==> config.mk <==
export PLATFORM = sky130hd
export DESIGN_NAME = imem_loader
export DESIGN_NICKNAME = d
export VERILOG_FILES = /design/src/rtl/imem_loader.sv
export SDC_FILE = /design/constraint.sdc
export NUM_CORES = 1
export LEC_CHECK = 0
export BUFFER_PORTS_ARGS = -buffer_cell sky130_fd_sc_hd__clkbuf_2
export CAP_MARGIN = 10
export CORE_ASPECT_RATIO = 1.75
export CORE_UTILIZATION = 25
export CTS_BUF_LIST = sky130_fd_sc_hd__clkbuf_2 sky130_fd_sc_hd__clkbuf_4 sky130_fd_sc_hd__clkbuf_8
export CTS_CLUSTER_SIZE = 14
export DETAILED_ROUTE_END_ITERATION = 16
export GPL_TIMING_DRIVEN = 0
export PLACE_DENSITY = 0.44
export RECOVER_POWER = 50
export SETUP_SLACK_MARGIN = 0.2
export SYNTH_ARGS = -nofsm -noshare
export SYNTH_HDL_FRONTEND = slang
export SYNTH_SLANG_ARGS = --single-unit
==> constraint.sdc <==
create_clock -name clk -period 3.9 [get_ports clk]
set_input_delay 0.39 -clock clk [delete_from_list [all_inputs] [get_ports clk]]
set_output_delay 0.39 -clock clk [all_outputs]
set_load 0.02 [all_outputs]
==> src/rtl/imem_loader.sv <==
// ---------------------------------------------------------------------------
// imem_loader
//
// Boot-time program loader for the instruction RAM read by the fetch stage.
// It accepts a byte stream with three parts, all big-endian:
//   1. a 32-bit word count N,
//   2. N 32-bit instruction words,
//   3. a 32-bit checksum, which is the sum of the words modulo 2^32.
// Each assembled word goes out through a one-cycle write strobe. The core is
// held in reset (cpuHold) until a load finishes with a matching checksum.
//
// Ports
//   clk              system clock, rising edge
//   reset            asynchronous, active-high reset
//   start            pulse; begins a load from IDLE, DONE or ERROR
//   inValid/inData   byte stream input; a byte moves when inValid && inReady
//   inReady          registered; high in HEADER, DATA and CHECK only
//   memWriteEnable   one-cycle write strobe to the instruction RAM
//   memWriteAddress  word index (0 = first instruction, byte address 0x3000)
//   memWriteData     word to write
//   cpuHold          holds the core's PC and pipeline in reset while 1
//   loadDone         level; the last load finished with a matching checksum
//   loadError        level; the count was too large or the checksum mismatched
// ---------------------------------------------------------------------------
module imem_loader #(
  parameter int ADDR_WIDTH = 12,
  parameter int MAX_WORDS  = 4096
) (
  input  logic                  clk,
  input  logic                  reset,
  input  logic                  start,
  input  logic                  inValid,
  input  logic [7:0]            inData,
  output logic                  inReady,
  output logic                  memWriteEnable,
  output logic [ADDR_WIDTH-1:0] memWriteAddress,
  output logic [31:0]           memWriteData,
  output logic                  cpuHold,
  output logic                  loadDone,
  output logic                  loadError
);

  // The word count needs one more bit than an address because N can equal
  // 2^ADDR_WIDTH.
  localparam int                CNT_W        = ADDR_WIDTH + 1;
  localparam logic [31:0]       MAX_WORDS_32 = 32'(MAX_WORDS);
  localparam logic [CNT_W-1:0]  ONE_IDX      = CNT_W'(1);

  typedef enum logic [2:0] {
    S_IDLE,
    S_HEADER,
    S_DATA,
    S_CHECK,
    S_DONE,
    S_ERROR
  } state_t;

  state_t           state;
  logic [1:0]       byteCount;   // bytes of the current word already taken
  logic [23:0]      shiftReg;    // first three bytes of the current word
  logic [CNT_W-1:0] wordCount;   // N, kept only after the range check
  logic [CNT_W-1:0] wordIndex;   // next word index to be written
  logic [31:0]      checksum;    // running sum of the written words

  logic             accept;
  logic             lastByte;
  logic [31:0]      fullWord;
  logic [CNT_W-1:0] nextIndex;

  // A word is complete when its fourth byte is accepted. The byte arriving
  // this cycle is the least significant one, so the word is formed
  // combinationally. That lets the write be registered on the same edge
  // without stalling the stream.
  assign accept    = inValid && inReady;
  assign lastByte  = (byteCount == 2'd3);
  assign fullWord  = {shiftReg, inData};
  assign nextIndex = wordIndex + ONE_IDX;

  always_ff @(posedge clk or posedge reset) begin
    if (reset) begin
      state           <= S_IDLE;
      byteCount       <= 2'd0;
      shiftReg        <= 24'd0;
      wordCount       <= '0;
      wordIndex       <= '0;
      checksum        <= 32'd0;
      inReady         <= 1'b0;
      memWriteEnable  <= 1'b0;
      memWriteAddress <= '0;
      memWriteData    <= 32'd0;
      cpuHold         <= 1'b1;
      loadDone        <= 1'b0;
      loadError       <= 1'b0;
    end else begin
      // The write strobe lasts exactly one cycle unless it is set again below.
      memWriteEnable <= 1'b0;

      case (state)
        // Idle and both terminal states restart the same way. cpuHold rises
        // on the start edge, so a finished core is frozen before the first
        // new word can land in its instruction RAM.
        S_IDLE, S_DONE, S_ERROR: begin
          if (start) begin
            state     <= S_HEADER;
            inReady   <= 1'b1;
            cpuHold   <= 1'b1;
            loadDone  <= 1'b0;
            loadError <= 1'b0;
            checksum  <= 32'd0;
            byteCount <= 2'd0;
            wordIndex <= '0;
          end
        end

        S_HEADER: begin
          if (accept) begin
            byteCount <= byteCount + 2'd1;
            shiftReg  <= fullWord[23:0];
            if (lastByte) begin
              if (fullWord > MAX_WORDS_32) begin
                state     <= S_ERROR;
                inReady   <= 1'b0;
                loadError <= 1'b1;
              end else if (fullWord == 32'd0) begin
                state <= S_CHECK;
              end else begin
                state     <= S_DATA;
                wordCount <= fullWord[CNT_W-1:0];
                wordIndex <= '0;
              end
            end
          end
        end

        // The write and the checksum update share the completing edge. On
        // the last word the state moves straight to CHECK, so the first
        // checksum byte can follow in the very next cycle.
        S_DATA: begin
          if (accept) begin
            byteCount <= byteCount + 2'd1;
            shiftReg  <= fullWord[23:0];
            if (lastByte) begin
              memWriteEnable  <= 1'b1;
              memWriteAddress <= wordIndex[ADDR_WIDTH-1:0];
              memWriteData    <= fullWord;
              checksum        <= checksum + fullWord;
              wordIndex       <= nextIndex;
              if (nextIndex == wordCount) begin
                state <= S_CHECK;
              end
            end
          end
        end

        S_CHECK: begin
          if (accept) begin
            byteCount <= byteCount + 2'd1;
            shiftReg  <= fullWord[23:0];
            if (lastByte) begin
              inReady <= 1'b0;
              if (fullWord == checksum) begin
                state    <= S_DONE;
                cpuHold  <= 1'b0;
                loadDone <= 1'b1;
              end else begin
                state     <= S_ERROR;
                loadError <= 1'b1;
              end
            end
          end
        end

        default: begin
          state   <= S_IDLE;
          inReady <= 1'b0;
          cpuHold <= 1'b1;
        end
      endcase
    end
  end

endmodule

== Yosys cells after proc, flatten, opt, wreduce, memory -nomap -nowiden ==
Index checks and enable logic that the tools add are counted.
W data, S select, Z words.

* Input port bits: 12
* Output and inout bits: 49
* Register bits after elaboration: 136
* Word-level logic and storage cells: 118

* Reductions and logical operators: 22
* Equal/unequal tests: 22
* Add/subtract/negate cells: 3
* Mux-type cells: 53
* $lt $le $gt $ge: 1
* Bitwise logic cells: 4

{| class="wikitable"
|+ Operators with widths
! cell !! number
|-
| $mux W32 || 3
|-
| $mux W13 || 7
|-
| $pmux W32 S2 || 1
|-
| $pmux W13 S3 || 1
|-
| $add A32 B32 Y32 || 1
|-
| $eq A32 B32 Y1 || 1
|-
| $gt A32 B13 Y1 const B || 1
|-
| $logic_not A32 Y1 || 1
|-
| $mux W3 || 9
|-
| $ne A2 B2 Y1 const B || 13
|-
| $mux W1 || 24
|-
| $reduce_and A8 Y1 || 3
|-
| $reduce_and A5 Y1 || 3
|-
| $add A13 B1 Y13 const B || 1
|-
| $eq A13 B13 Y1 || 1
|-
| $pmux W3 S4 || 1
|-
| $reduce_and A7 Y1 || 1
|-
| $eq A3 B2 Y1 const B || 2
|-
| $eq A3 B3 Y1 const B || 2
|-
| $pmux W1 S3 || 2
|-
| $reduce_and A3 Y1 || 2
|-
| $reduce_bool A2 Y1 || 3
|-
| $reduce_bool A3 Y1 || 2
|-
| $reduce_or A3 Y1 || 2
|-
| 14 further kinds || 18
|}

== Longest topological paths before layout ==
* Word-level depth: 6
* Mapped depth: 10
* Mapped depth without buffers: 10

== Least setup slack after synthesis ==
No wires, ideal clock.

* Path type: input -> register
* Start: input port inData[0]
* End: register checksum[30]
* Slack: 1.330 ns
* Buffers on the path: 0
* Cell stages on the path: 10
* Library setup time: 0.122 ns
* Data arrival time: 2.448 ns
* Required time: 3.778 ns
* Path through: ha_1 > fa_1 > a21o_1 > a31oi_1 > o21ai_1 > a221oi_2 > o21ai_0 > nand4_1 > nand3_1 > a32o_1

* Cells in the longest elaborated chain, start to end: 4

{| class="wikitable"
|+ Ends and longest elaborated chain
! element !! RTL line !! text
|-
| start, declared || 33 || <nowiki>input logic [7:0] inData,</nowiki>
|-
| $add A32 B32 Y32 || 146 || <nowiki>checksum <= checksum + fullWord;</nowiki>
|-
| $mux W32 || 142 || <nowiki>if (lastByte) begin</nowiki>
|-
| $mux W32 || 139 || <nowiki>if (accept) begin</nowiki>
|-
| $pmux W32 S2 || 98 || <nowiki>case (state)</nowiki>
|-
| end signal, assigned || 146 ||
|-
| end, declared || 63 || <nowiki>logic [31:0] checksum;</nowiki>
|}

No other way between the ends. The select of a mux whose other input is x is not followed.
A chain may end at the register's enable or synchronous reset.

== Worst setup path in the final report ==
* Start: register wordIndex[0]
* End: register state[0]

* Cells in the longest elaborated chain, start to end: 4

{| class="wikitable"
|+ Ends and longest elaborated chain
! element !! RTL line !! text
|-
| start, declared || 62 || <nowiki>logic [CNT_W-1:0] wordIndex;</nowiki>
|-
| start signal, assigned || 147 || <nowiki>wordIndex <= nextIndex;</nowiki>
|-
| $add A13 B1 Y13 || 77 || <nowiki>assign nextIndex = wordIndex + ONE_IDX;</nowiki>
|-
| $eq A13 B13 Y1 || 148 || <nowiki>if (nextIndex == wordCount) begin</nowiki>
|-
| $ne A2 B2 Y1 (no source line) || -- ||
|-
| $reduce_and A8 Y1 (no source line) || -- ||
|-
| end signal, assigned || 81 || <nowiki>state <= S_IDLE;</nowiki>
|-
| end signal, assigned || 149 || <nowiki>state <= S_CHECK;</nowiki>
|-
| end signal, assigned || 162 || <nowiki>state <= S_DONE;</nowiki>
|-
| end, declared || 58 || <nowiki>state_t state;</nowiki>
|}

No other way between the ends.

==> qor.txt <==
Status: complete, but fails checks
Violated checks: capacitance limit, slew limit
Post-DP HPWL: 17300 um
CTS tree: yes
RSZ-0062 raised after global routing: false
Post-synth ARST share: 100%
Global-route wire length before repair: 36000 um
Crit path max-delay family: simple AND/OR/NAND/NOR gates
Area of the die: 0.0301 sq mm
Synth Warn #: 0
Initial antenna violation count: 1
Seq/Total Area, Yosys: 46.4%
CP peak stage delay: 0.59 ns
GPL Wtd Cong: 0.820
Synthesized flop and latch total: 136
Post-layout min period: 3.16 ns
Initial DRC count: 235
Clk_skew: 0.0102 ns
TNS Setup: 0 ns
Most common cell after layout, fill and taps aside: nand2_1
Max clock buf depth: 2
Crit path buf inv count: 0
Row count: 82
H-tree levels: 4
Crit Path Class: reg2reg
Critical-path maximum fanout: 7
Commonest cells after routing, fill and taps aside: 196 x nand2_1, 135 x dfrtp_1, 65 x o21ai_0
Die Y: 229 um
Worst EP arrival: 3.53 ns
Syn Nets: 833
Layout Nets: 917
Reg-to-Reg Start: wordIndex[0]$_DFFE_PP0P_
Finished Layout Cells: 1262
Worst path slowest cell: or4_1
Share of cells above drive strength 1: 13.3%
Clock latency on the worst-skew pair: 0.47 ns
Core box area: 0.0287 sq mm
Critical Path Start: wordIndex[0]$_DFFE_PP0P_
CP Cell Sequence: ha_1 > nand3_1 > nor2_1 > nand2_1 > xor2_1 > xnor2_1 > or4_1 > o31a_1 > o31ai_1
Post-route cell area: 0.00851 sq mm
Required time of the critical path: 4.27 ns
Final setup fails: 0
P&R area growth vs syn: 15.9%
Maximum number of pins on one net before global-route repair: 40
Crit path capture type: flip-flop
Instance count of the mapped netlist: 787
P_leak: 0.00414 uW
Maxcap violations: 2
Antenna viol nets, final: 0
FMAX: 316 MHz
Synth cell types: 54
Vias in the first global route: 6152
Post-route DRC: 0
DRT Pass-1 Iters: 4
Total power: 4110 uW
Hold Path Origin: inData[2]
Post-DP Area: 0.00820 sq mm
Starting Density: 25.6%
Post-CTS Resized: 0
Gr ovfl total: 0
Die Wd: 132 um
Peak supply drop: 0.000211 V
WL final: 22600 um
Power per Cell Area: 483 mW/mm^2
TritonCTS Buffers: 17
Slew Limit Fails: 59
# clock sinks: 136
WL per Instance: 17.9 um
EDFF count, synth: 0
Tightest Pin Transition: 1.71 ns
Main synth FF type: dfrtp_1
DR vias/cell: 4.76
Startpoint types: flip-flop
CTS clk-pin slew, worst paths: 0.08 ns
Top-Level Pins: 61
Hold Crit Class: in2reg
Placed cells: 1229
Buffers added on ports: 60
Final Hold Fails: 0
Slew margin rel.: -14.1%
Total GRT Usage: 15.9%
Clk root buf: clkbuf_8
Period utilization: 81.1%
Avg Cell Area, Syn: 9.33 sq um
Via count: 6002
Cell Area, Synth: 0.00734 sq mm
-- cell usage after synthesis (all sizes together) (17+ instances only) --
cell	instances	share of area, %
ha	33	5.6
dfrtp	135	46
xor2	22	2.6
o21ai	66	4.5
nand2	196	10
nand3	21	1.4
xnor2	26	3.1
a21oi	33	2.2
nor2	37	1.9
clkbuf	27	1.4
mux2	38	6.3
a21o	17	1.7
-- flip-flops by register name, indices dropped and copies added, names as in the netlist --
name / count
checksum: 32
memWriteData: 32
shiftReg: 24
wordCount: 13
wordIndex: 13
memWriteAddress: 12
state: 3
byteCount: 2
cpuHold: 1
inReady: 1
loadDone: 1
loadError: 1
memWriteEnable: 1
-- through the flow --
stage          hold slack, ns  setup WS, ns  util, %
5_1_grt                 0.199         0.396     29.6
2_1_floorplan           0.453          1.33        -
4_1_cts                 0.190         0.662     29.9
3_5_place_dp            0.415         0.573     28.5
3_3_place_gp            0.460         0.589     28.3
6_report                0.209         0.739     29.6
-- worst paths after layout --
kind | slack, ns | to | depth (start not counted)
max in group asynchronous | 1.04 | checksum[9]$_DFFE_PP0P_ | 5
max | 0.74 | state[0]$_DFFE_PP0P_ | 9
min reg2reg | 0.48 | memWriteData[13]$_DFFE_PP0P_ | 2
min in group asynchronous | 0.53 | memWriteData[31]$_DFFE_PP0P_ | 3
min | 0.21 | memWriteData[2]$_DFFE_PP0P_ | 3
max reg2reg | 0.74 | state[0]$_DFFE_PP0P_ | 9
-- report_power, final --
group          internal [uW]  switching, uW  total, uW
Clock                    575            599       1170
Combinational            427            604       1030
Sequential              1570            340       1910
Total                   2570           1540       4110
-- what timing repair did --
item / in CTS / in global routing
setup endpoints to repair: 0 / 0
hold endpoints to repair: 14 / 0
buffers inserted: 0 / 0
hold buffers: 1 / 0
-- cells by family (layout without fill, tap and decap cells) --
group / count (synthesis) / after routing / share of synthesized area (%)
other: 0 / 1 / 0
xor gates and xnor gates: 48 / 48 / 5.72
and+or+nand+nor: 312 / 312 / 18.3
AOI/OAI and AO/OA: 174 / 174 / 14.9
muxes: 39 / 39 / 6.47
DFF: 136 / 136 / 46.4
adders and majority gates: 34 / 34 / 5.89
buffers and inverters: 44 / 140 / 2.37
-- layer usage --
layer	up-vias	wire length (um)	track usage (%)
met1	2950	8430	16.2
met5	-	0	0
met4	0	684	7.09
met3	29	504	2.66
met2	86	13000	30.9
li1	2937	-	-
-- worst min-delay path, cell delays in order --
cell	delay (ns)
clkbuf_2	0.14
nand2_1	0.07
nand2_1	0.04
-- layout make-up --
class | instances | area (sq um)
clock inverters | 13 | 130
clock buffers | 18 | 248
inverters | 10 | 38.8
diodes | 1 | 2.50
multi-input cells | 607 | 3770
fillers | 3070 | 20200
well taps | 378 | 473
repair buffers | 65 | 313
flip-flops and latches | 136 | 3400
plain buffers | 34 | 136
(Power assumes the default switching activity.)
